$ cat src/rtl/fp_pkg.sv
// Shared definitions for the FP32 accumulate sequencer: state encoding,
// FP32 field widths and a sign-agnostic zero test.
package fp_pkg;

    localparam int EXP_W  = 8;
    localparam int MAN_W  = 23;
    localparam int FP32_W = 1 + EXP_W + MAN_W;

    localparam logic [FP32_W-1:0] FP32_ZERO = '0;

    typedef enum logic [1:0] {
        IDLE,
        FIRST,
        ACC,
        DONE
    } fsm_state_e;

    // Magnitude bits only: +0 and -0 both count as zero; denormals are not expected.
    function automatic logic is_zero(input logic [EXP_W+MAN_W-1:0] mag);
        return (mag == '0);
    endfunction

endpackage

$ cat src/rtl/fp_accum_ctrl.sv
// Streams FP32 operands through an external shared adder and returns their sum.
// Zero operands bypass the adder, which has no zero handling of its own.
module fp_accum_ctrl
    import fp_pkg::*;
#(
    parameter int LEN_W = 8
) (
    input  logic              clk,
    input  logic              rst_n,
    input  logic              start,
    input  logic [LEN_W-1:0]  len,
    input  logic              flush,
    output logic              busy,
    input  logic              in_valid,
    output logic              in_ready,
    input  logic [FP32_W-1:0] in_data,
    output logic [FP32_W-1:0] add_a,
    output logic [FP32_W-1:0] add_b,
    input  logic [FP32_W-1:0] add_sum,
    output logic              out_valid,
    input  logic              out_ready,
    output logic [FP32_W-1:0] out_data
);

    // Handshakes: a beat transfers on the rising edge where valid && ready are
    // both high; the sender holds valid and data stable until that edge.

    fsm_state_e        state_q, state_d;
    logic [FP32_W-1:0] acc_q, acc_d;
    logic [LEN_W-1:0]  rem_q, rem_d;

    assign busy      = (state_q != IDLE);
    assign in_ready  = (state_q == FIRST) || (state_q == ACC);
    assign out_valid = (state_q == DONE);
    assign out_data  = acc_q;
    assign add_a     = acc_q;
    assign add_b     = in_data;

    always_comb begin
        state_d = state_q;
        acc_d   = acc_q;
        rem_d   = rem_q;
        case (state_q)
            IDLE: begin
                if (start) begin
                    if (len != '0) begin
                        rem_d   = len;
                        state_d = FIRST;
                    end else begin
                        acc_d   = FP32_ZERO;
                        state_d = DONE;
                    end
                end
            end
            FIRST: begin
                if (in_valid) begin
                    acc_d   = in_data;
                    rem_d   = rem_q - LEN_W'(1);
                    state_d = (rem_q == LEN_W'(1)) ? DONE : ACC;
                end
            end
            ACC: begin
                if (in_valid) begin
                    if (is_zero(in_data[EXP_W+MAN_W-1:0])) begin
                        acc_d = acc_q;
                    end else if (is_zero(acc_q[EXP_W+MAN_W-1:0])) begin
                        acc_d = in_data;
                    end else begin
                        acc_d = add_sum;
                    end
                    rem_d = rem_q - LEN_W'(1);
                    if (rem_q == LEN_W'(1)) begin
                        state_d = DONE;
                    end
                end
            end
            DONE: begin
                if (out_ready) begin
                    state_d = IDLE;
                end
            end
            default: state_d = IDLE;
        endcase
        // Abort wins over everything; the partial sum stays visible in acc.
        if (flush) begin
            state_d = IDLE;
            rem_d   = '0;
            acc_d   = acc_q;
        end
    end

    always_ff @(posedge clk or negedge rst_n) begin
        if (!rst_n) begin
            state_q <= IDLE;
            acc_q   <= FP32_ZERO;
            rem_q   <= '0;
        end else begin
            state_q <= state_d;
            acc_q   <= acc_d;
            rem_q   <= rem_d;
        end
    end

endmodule

$ cat config.mk
export PLATFORM = sky130hd
export DESIGN_NAME = fp_accum_ctrl
export DESIGN_NICKNAME = d
export VERILOG_FILES = /design/src/rtl/fp_pkg.sv /design/src/rtl/fp_accum_ctrl.sv
export SDC_FILE = /design/constraint.sdc
export NUM_CORES = 1
export LEC_CHECK = 0
export CORE_MARGIN = 4
export CORE_UTILIZATION = 29
export CTS_CLUSTER_SIZE = 20
export DETAILED_ROUTE_END_ITERATION = 12
export MAX_ROUTING_LAYER = met4
export PLACE_DENSITY = 0.67
export SLEW_MARGIN = 40
export SYNTH_ARGS = -nofsm -noshare
export SYNTH_HDL_FRONTEND = slang
export SYNTH_SLANG_ARGS = --single-unit
export TNS_END_PERCENT = 30
$ cat constraint.sdc
create_clock -name clk -period 2.37 [get_ports clk]
set_input_delay 0.474 -clock clk [delete_from_list [all_inputs] [get_ports clk]]
set_output_delay 0.474 -clock clk [all_outputs]
set_load 0.005 [all_outputs]
==> results.yml, run 1 <==
status:
  status: "complete, no violations"
detailed_routing:
  drt_iter0_markers: 183
  drt.antenna.violating_nets: 0
  drc: 0
  drtPass1Iterations: 4
  viasPerCell: 4.89
  vias: 3805
  wire_per_inst_um: 17.8
  routed_wl_um: 13800
logic_synthesis:
  synth_compound_area_share_pct: 20.4
  synth_top_area_share_pct: 28.0
  yosysUniqueCellTypes: 48
  yosysSeqAreaShare_pct: 28.0
  synthAdderAreaFrac_pct: 2.33
  synth.most_common_cell: "nand2_1"
  syn-num-nets: 513
  async_flop_share_pct: 100
  synthSimpleGateAreaFrac_pct: 19.4
  synth_edf_count: 0
  synth_top_family_by_area: "compound AO/OA/AOI/OAI gates"
  yosys_warnings: 0
  synth_mux_area_share_pct: 12.6
  ys_dominant_reg_cell: "dfrtp_1"
  syn_area_um2: 3750
  yosys.area_share.xor_xnor_pct: 0
  synth_cells: 428
  ys_top_cells_by_area: "dfrtp_1, buf_4, mux2_4, nand2_1, a31oi_2"
  avgSynthCellArea_um2: 8.76
  yosys-top-cells-count: "nand2_1, buf_4, dfrtp_1"
  synth_area_leader_cell: "dfrtp_1"
  ys_ff_latch: 42
clock_network:
  cts_buffers: 5
  cts_tree: "built"
  htree_levels: 2
  ctsLongestPathBuffers: 2
  cts_sinks: 42
  clk_latency_ns: 0.28
  path_clk_slew_ns: 0.06
  cts-root-buf: "clkbuf_16"
grt:
  grt_pass1_wl_um: 21400
  grtUsageTotal_pct: 18.5
  antenna_found_initial: 0
  grt_remaining_overflow: 0
  grt_max_degree: 66
  grt_pass1_vias: 3988
setup_path:
  crit_fanout: 6
  critPathLaunchType: "register"
  worstPathArrival_ns: 1.79
  cp.required_ns: 1.90
  path_class: "register to output port"
  cp-end-kind: "output port"
placed_design:
  dpl.hpwl_um: 10300
  gp_congestion: 0.893
  portBuffers: 176
  placed_area_um2: 5720
power_and_ir_drop:
  internal_power_w: 0.00365
  p_seq_share_pct: 24.9
  switching_share_pct: 38.3
  switching_power_w: 0.00227
  powerDensity_nw_per_um2: 983
  pwr-share-clk_pct: 15.4
  vdd_ir_drop_max_mv: 0.533
  leakage_nw: 2.40
  p_comb_share_pct: 59.7
finish:
  layout-drive-gt1-share_pct: 27.4
  fin_util_pct: 47.7
  nFillCells: 1222
  final_area_um2: 6020
  final_nets: 690
  syn_to_final_growth_pct: 60.5
  diodes: 0
sta:
  fin_worst_skew_ns: 0.00747
  maxSlewViolCount: 0
  tightest_slew_ns: 0.648
  setup_tns_ns: 0
  finalHoldViolCount: 0
  finalCritPeriodShare_pct: 95.3
  period_needed_ns: 2.26
  maxSlewHeadroom_pct: 56.8
  timing.fmax_mhz: 443
  finalSetupViolations: 0
floorplan:
  rows: 41
  initial_core_util_pct: 29.7
  die_w_um: 122
  core-area_um2: 12600
  boundaryPins: 177
  design.die.area_um2: 14800
  dieHeight_um: 122
flow_run:
  drv_cap: 0
hold_path:
  hold_class: "input pin to asynchronous set/reset pin"
## path summary, 6_finish.rpt
kind                              to        from  slack [ns]  cells past startpoint
min in group clk            rem_q[7]    rem_q[7]        0.55                      2
hold reg to reg             rem_q[7]    rem_q[7]        0.55                      2
setup / recovery                busy  state_q[1]        0.11                      5
hold / removal              rem_q[3]       rst_n        0.07                      1
setup reg to reg            add_a[9]   add_a[23]        0.16                      6
max in group asynchronous  add_a[27]       rst_n        1.72                      2
## routing by layer
| layer | global-route usage [%] | vias up | routed length [µm] |
|---|---|---|---|
| met1 | 23.6 | 1846 | 6240 |
| met3 | 2.79 | 6 | 725 |
| met2 | 31.8 | 130 | 6750 |
| met5 | - | - | 0 |
| li1 | - | 1823 | - |
| met4 | 2.94 | 0 | 103 |
## cell type report
cell class | instances | area [µm²] | area share [%]
repair buffers | 257 | 2360 | 39.3
inverters | 10 | 37.5 | 0.623
multi-input cells | 289 | 2160 | 35.8
clock inverters | 3 | 68.8 | 1.14
clock buffers | 5 | 125 | 2.08
flip-flops and latches | 42 | 1050 | 17.5
well taps | 172 | 215 | 3.57
## worst max-delay path, stage by stage (launching register included)
cell,delay (ns)
dfrtp_1,0.41
inv_1,0.10
ha_1,0.25
inv_1,0.09
buf_4,0.14
clkdlybuf4s50_1,0.51
## registers in the layout, summed over array words and instances, names as in the netlist
register and flops:
add_a 32, state_q 2, rem_q 8
## power groups by stage
stage	clock network (W)	registers (W)	logic [W]
finish	0.000913	0.00147	0.00353
global route	0.000956	0.00153	0.00388
CTS	0.000923	0.00147	0.00352
detailed placement	0	0.00148	0.00347
global placement	0	0.00147	0.00342
floorplan	0	0.00137	0.00194
## placed cells by master (no fill, tap or decap), types with 4 or more instances in the layout
cell type,count
nand3_1,5
a31oi_1,7
inv_1,9
dfrtp_1,42
o21ai_0,30
o21ai_1,6
clkdlybuf4s50_1,175
nand2_1,97
a31oi_2,27
nand4_1,5
buf_4,81
nor2_1,11
a21oi_1,5
mux2_4,28
clkbuf_16,5
nor4_1,11
ha_1,5
o211a_4,4
## cell families after synthesis
kind of cell	after synthesis
and+or+nand+nor	152
adders and majority gates	7
AOI/OAI and AO/OA	94
DFF	42
muxes	33
buffers and inverters	100
## per-stage QoR
| step | std cells | worst slack (ns) | total power (W) | hold WS [ns] |
|---|---|---|---|---|
| 3_3_place_gp | 764 | -0.379 | 0.00489 | 0.398 |
| 2_1_floorplan | 428 | 0.317 | 0.00331 | 0.178 |
| 4_1_cts | 774 | 0.0657 | 0.00592 | 0.0846 |
| 6_report | 778 | 0.111 | 0.00592 | 0.0710 |
| 5_1_grt | 778 | -0.0364 | 0.00636 | 0.0922 |
| 3_5_place_dp | 764 | -0.430 | 0.00495 | 0.380 |
## repair_timing
action / in CTS / in global routing
endpoints found under the setup margin: 32 / 30
pin swaps: 1 / 2
setup buffers: 1 / 2
hold buffers: 0 / 0
resized for setup: 3 / 6
gates cloned: 1 / 2
Power figures use the tool's default switching activity.
==> run 2: changes to the inputs <==
--- a/config.mk
+++ b/config.mk
@@ -6,11 +6,11 @@
 export NUM_CORES = 1
 export LEC_CHECK = 0
 export CORE_MARGIN = 4
-export CORE_UTILIZATION = 29
+export CORE_UTILIZATION = 42
 export CTS_CLUSTER_SIZE = 20
 export DETAILED_ROUTE_END_ITERATION = 12
 export MAX_ROUTING_LAYER = met4
-export PLACE_DENSITY = 0.67
+export PLACE_DENSITY = 0.89
 export SLEW_MARGIN = 40
 export SYNTH_ARGS = -nofsm -noshare
 export SYNTH_HDL_FRONTEND = slang
==> run 2 against run 1 <==
Against the previous run:
- non-clock buffer count fell by 15
- sequential share of layout area rose by 1.0 points
- worst setup slack worse by 0.067 ns
- utilization grew 18 points
- highest routed layer unchanged
- flip-flop and latch count stayed put
- hold slack improved by 0.18 ns
- power down 7.8%
- sequential power barely moved
- clock skew up 0.00095 ns
- cell area is 5.4% lower
==> results.yml, run 2 (synthesis results as in run 1) <==
sta:
  finalCritPeriodShare_pct: 98.1
  period_needed_ns: 2.33
  tightest_slew_ns: 0.774
  maxSlewViolCount: 0
  finalHoldViolCount: 0
  maxSlewHeadroom_pct: 48.4
  setup_tns_ns: 0
  fin_worst_skew_ns: 0.00842
  finalSetupViolations: 0
  timing.fmax_mhz: 430
  fin_ws_ns: 0.0439
floorplan:
  dieHeight_um: 103
  initial_core_util_pct: 43.0
  design.die.area_um2: 10500
  rows: 34
  die_w_um: 103
  core-area_um2: 8720
  boundaryPins: 177
grt:
  grt_pass1_vias: 3752
  antenna_found_initial: 0
  grtUsageTotal_pct: 23.5
  grt_max_degree: 66
  grt_remaining_overflow: 0
  grt_pass1_wl_um: 18800
setup_path:
  cp-end-kind: "register"
  r2r_setup_slack_ns: 0.16
  crit_path_max_incr_delay_ns: 0.57
  slowest_stage: "or4_1"
  crit_buf_inv: 2
  cp.depth: 7
  reg2reg_depth: 6
  worstPathArrival_ns: 2.52
  crit_fanout: 33
  cp_top_family: "compound AO/OA/AOI/OAI gates"
  path_class: "input pin to register"
  critPathLaunchType: "input pin"
  crit_chain: "clkdlybuf4s50_1 -> or4_1 -> o21ai_2 -> o211a_2 -> buf_12 -> o21ai_0 -> a31oi_1"
  cp.required_ns: 2.56
power_and_ir_drop:
  powerDensity_nw_per_um2: 959
  vdd_ir_drop_max_mv: 0.491
  leakage_nw: 2.28
status:
  status: "complete, no violations"
clock_network:
  cts_sinks: 42
  cts_buffers: 5
  cts-root-buf: "clkbuf_8"
  ctsLongestPathBuffers: 2
  htree_levels: 2
  cts_tree: "built"
  path_clk_slew_ns: 0.08
  clk_latency_ns: 0.29
finish:
  final_cell_mix: "clkdlybuf4s50_1, nand2_1, buf_4"
  diodes: 0
  syn_to_final_growth_pct: 51.8
  final_common_cell: "clkdlybuf4s50_1"
  final_nets: 672
  layout-drive-gt1-share_pct: 25.0
  largest_register_ffs: 32
detailed_routing:
  drc: 0
  drt_iter0_markers: 162
  routed_wl_um: 12600
  wire_per_inst_um: 18.1
  viasPerCell: 5.47
  drtPass1Iterations: 4
  vias: 3810
  drt.antenna.violating_nets: 0
flow_run:
  drv_cap: 0
placed_design:
  portBuffers: 176
  dpl.hpwl_um: 9950
  preCtsSetupSlack_ns: -0.240
  gp_congestion: 0.917
hold_path:
  hold_class: "input pin to asynchronous set/reset pin"
==> run 2: where the power goes <==
part	total (W)	switching, W	internal [W]
Sequential	0.00145	0.000400	0.00105
Combinational	0.00346	0.00151	0.00195
Clock	0.000552	0.000257	0.000295
Total	0.00546	0.00217	0.00329
==> run 2: worst paths after layout <==
check	startpoint	to
hold / removal	rst_n	state_q[1]
min in group clk	rem_q[7]	rem_q[7]
max in group asynchronous	rst_n	add_a[26]
setup reg to reg	add_a[23]	add_a[11]
hold reg to reg	rem_q[7]	rem_q[7]
setup / recovery	len[1]	add_a[26]
==> run 2: what timing repair did <==
| item | 4_1_cts | 5_1_grt |
|---|---|---|
| setup endpoints to repair | 0 | 28 |
| resized for setup | 0 | 7 |
| hold buffers | 0 | 0 |
| setup buffers | 0 | 0 |
==> run 2: layer usage <==
metal	global-route usage, %	part of all wire [%]	vias up
li1	-	-	1784
met1	26.7	38	1840
met2	43.5	53	168
met3	3.92	8.2	18
met4	4.04	1.5	0
met5	-	0	-
==> run 2: area by class of cell <==
| cell class | instances | area [µm²] |
|---|---|---|
| Multi-Input combinational cell | 286 | 2080 |
| Timing Repair Buffer | 242 | 2280 |
| Clock buffer | 8 | 110 |
| Inverter | 10 | 37.5 |
| Tap cell | 108 | 135 |
| Fill cell | 682 | 3030 |
| Sequential cell | 42 | 1050 |
==> run 2: metrics by stage <==
| step | cells | hold WS (ns) | cell area (µm²) | power [W] | utilization (%) |
|---|---|---|---|---|---|
| 6_report | 696 | 0.255 | 5700 | 0.00546 | 65.3 |
| 5_1_grt | 696 | 0.289 | 5700 | 0.00582 | 65.3 |
| 4_1_cts | 696 | 0.261 | 5680 | 0.00547 | 65.1 |
| 3_5_place_dp | 688 | 0.548 | 5570 | 0.00491 | 63.8 |
| 3_3_place_gp | 688 | 0.529 | 5570 | 0.00477 | 63.8 |
| 2_1_floorplan | 428 | 0.178 | 3750 | 0.00331 | - |
==> run 3: changes to the inputs <==
--- a/config.mk
+++ b/config.mk
@@ -5,6 +5,7 @@
 export SDC_FILE = /design/constraint.sdc
 export NUM_CORES = 1
 export LEC_CHECK = 0
+export CAP_MARGIN = 20
 export CORE_MARGIN = 4
 export CORE_UTILIZATION = 42
 export CTS_CLUSTER_SIZE = 20
==> results of run 3 <==
The final DEF is identical to that of run 2; final timing and power are the same.
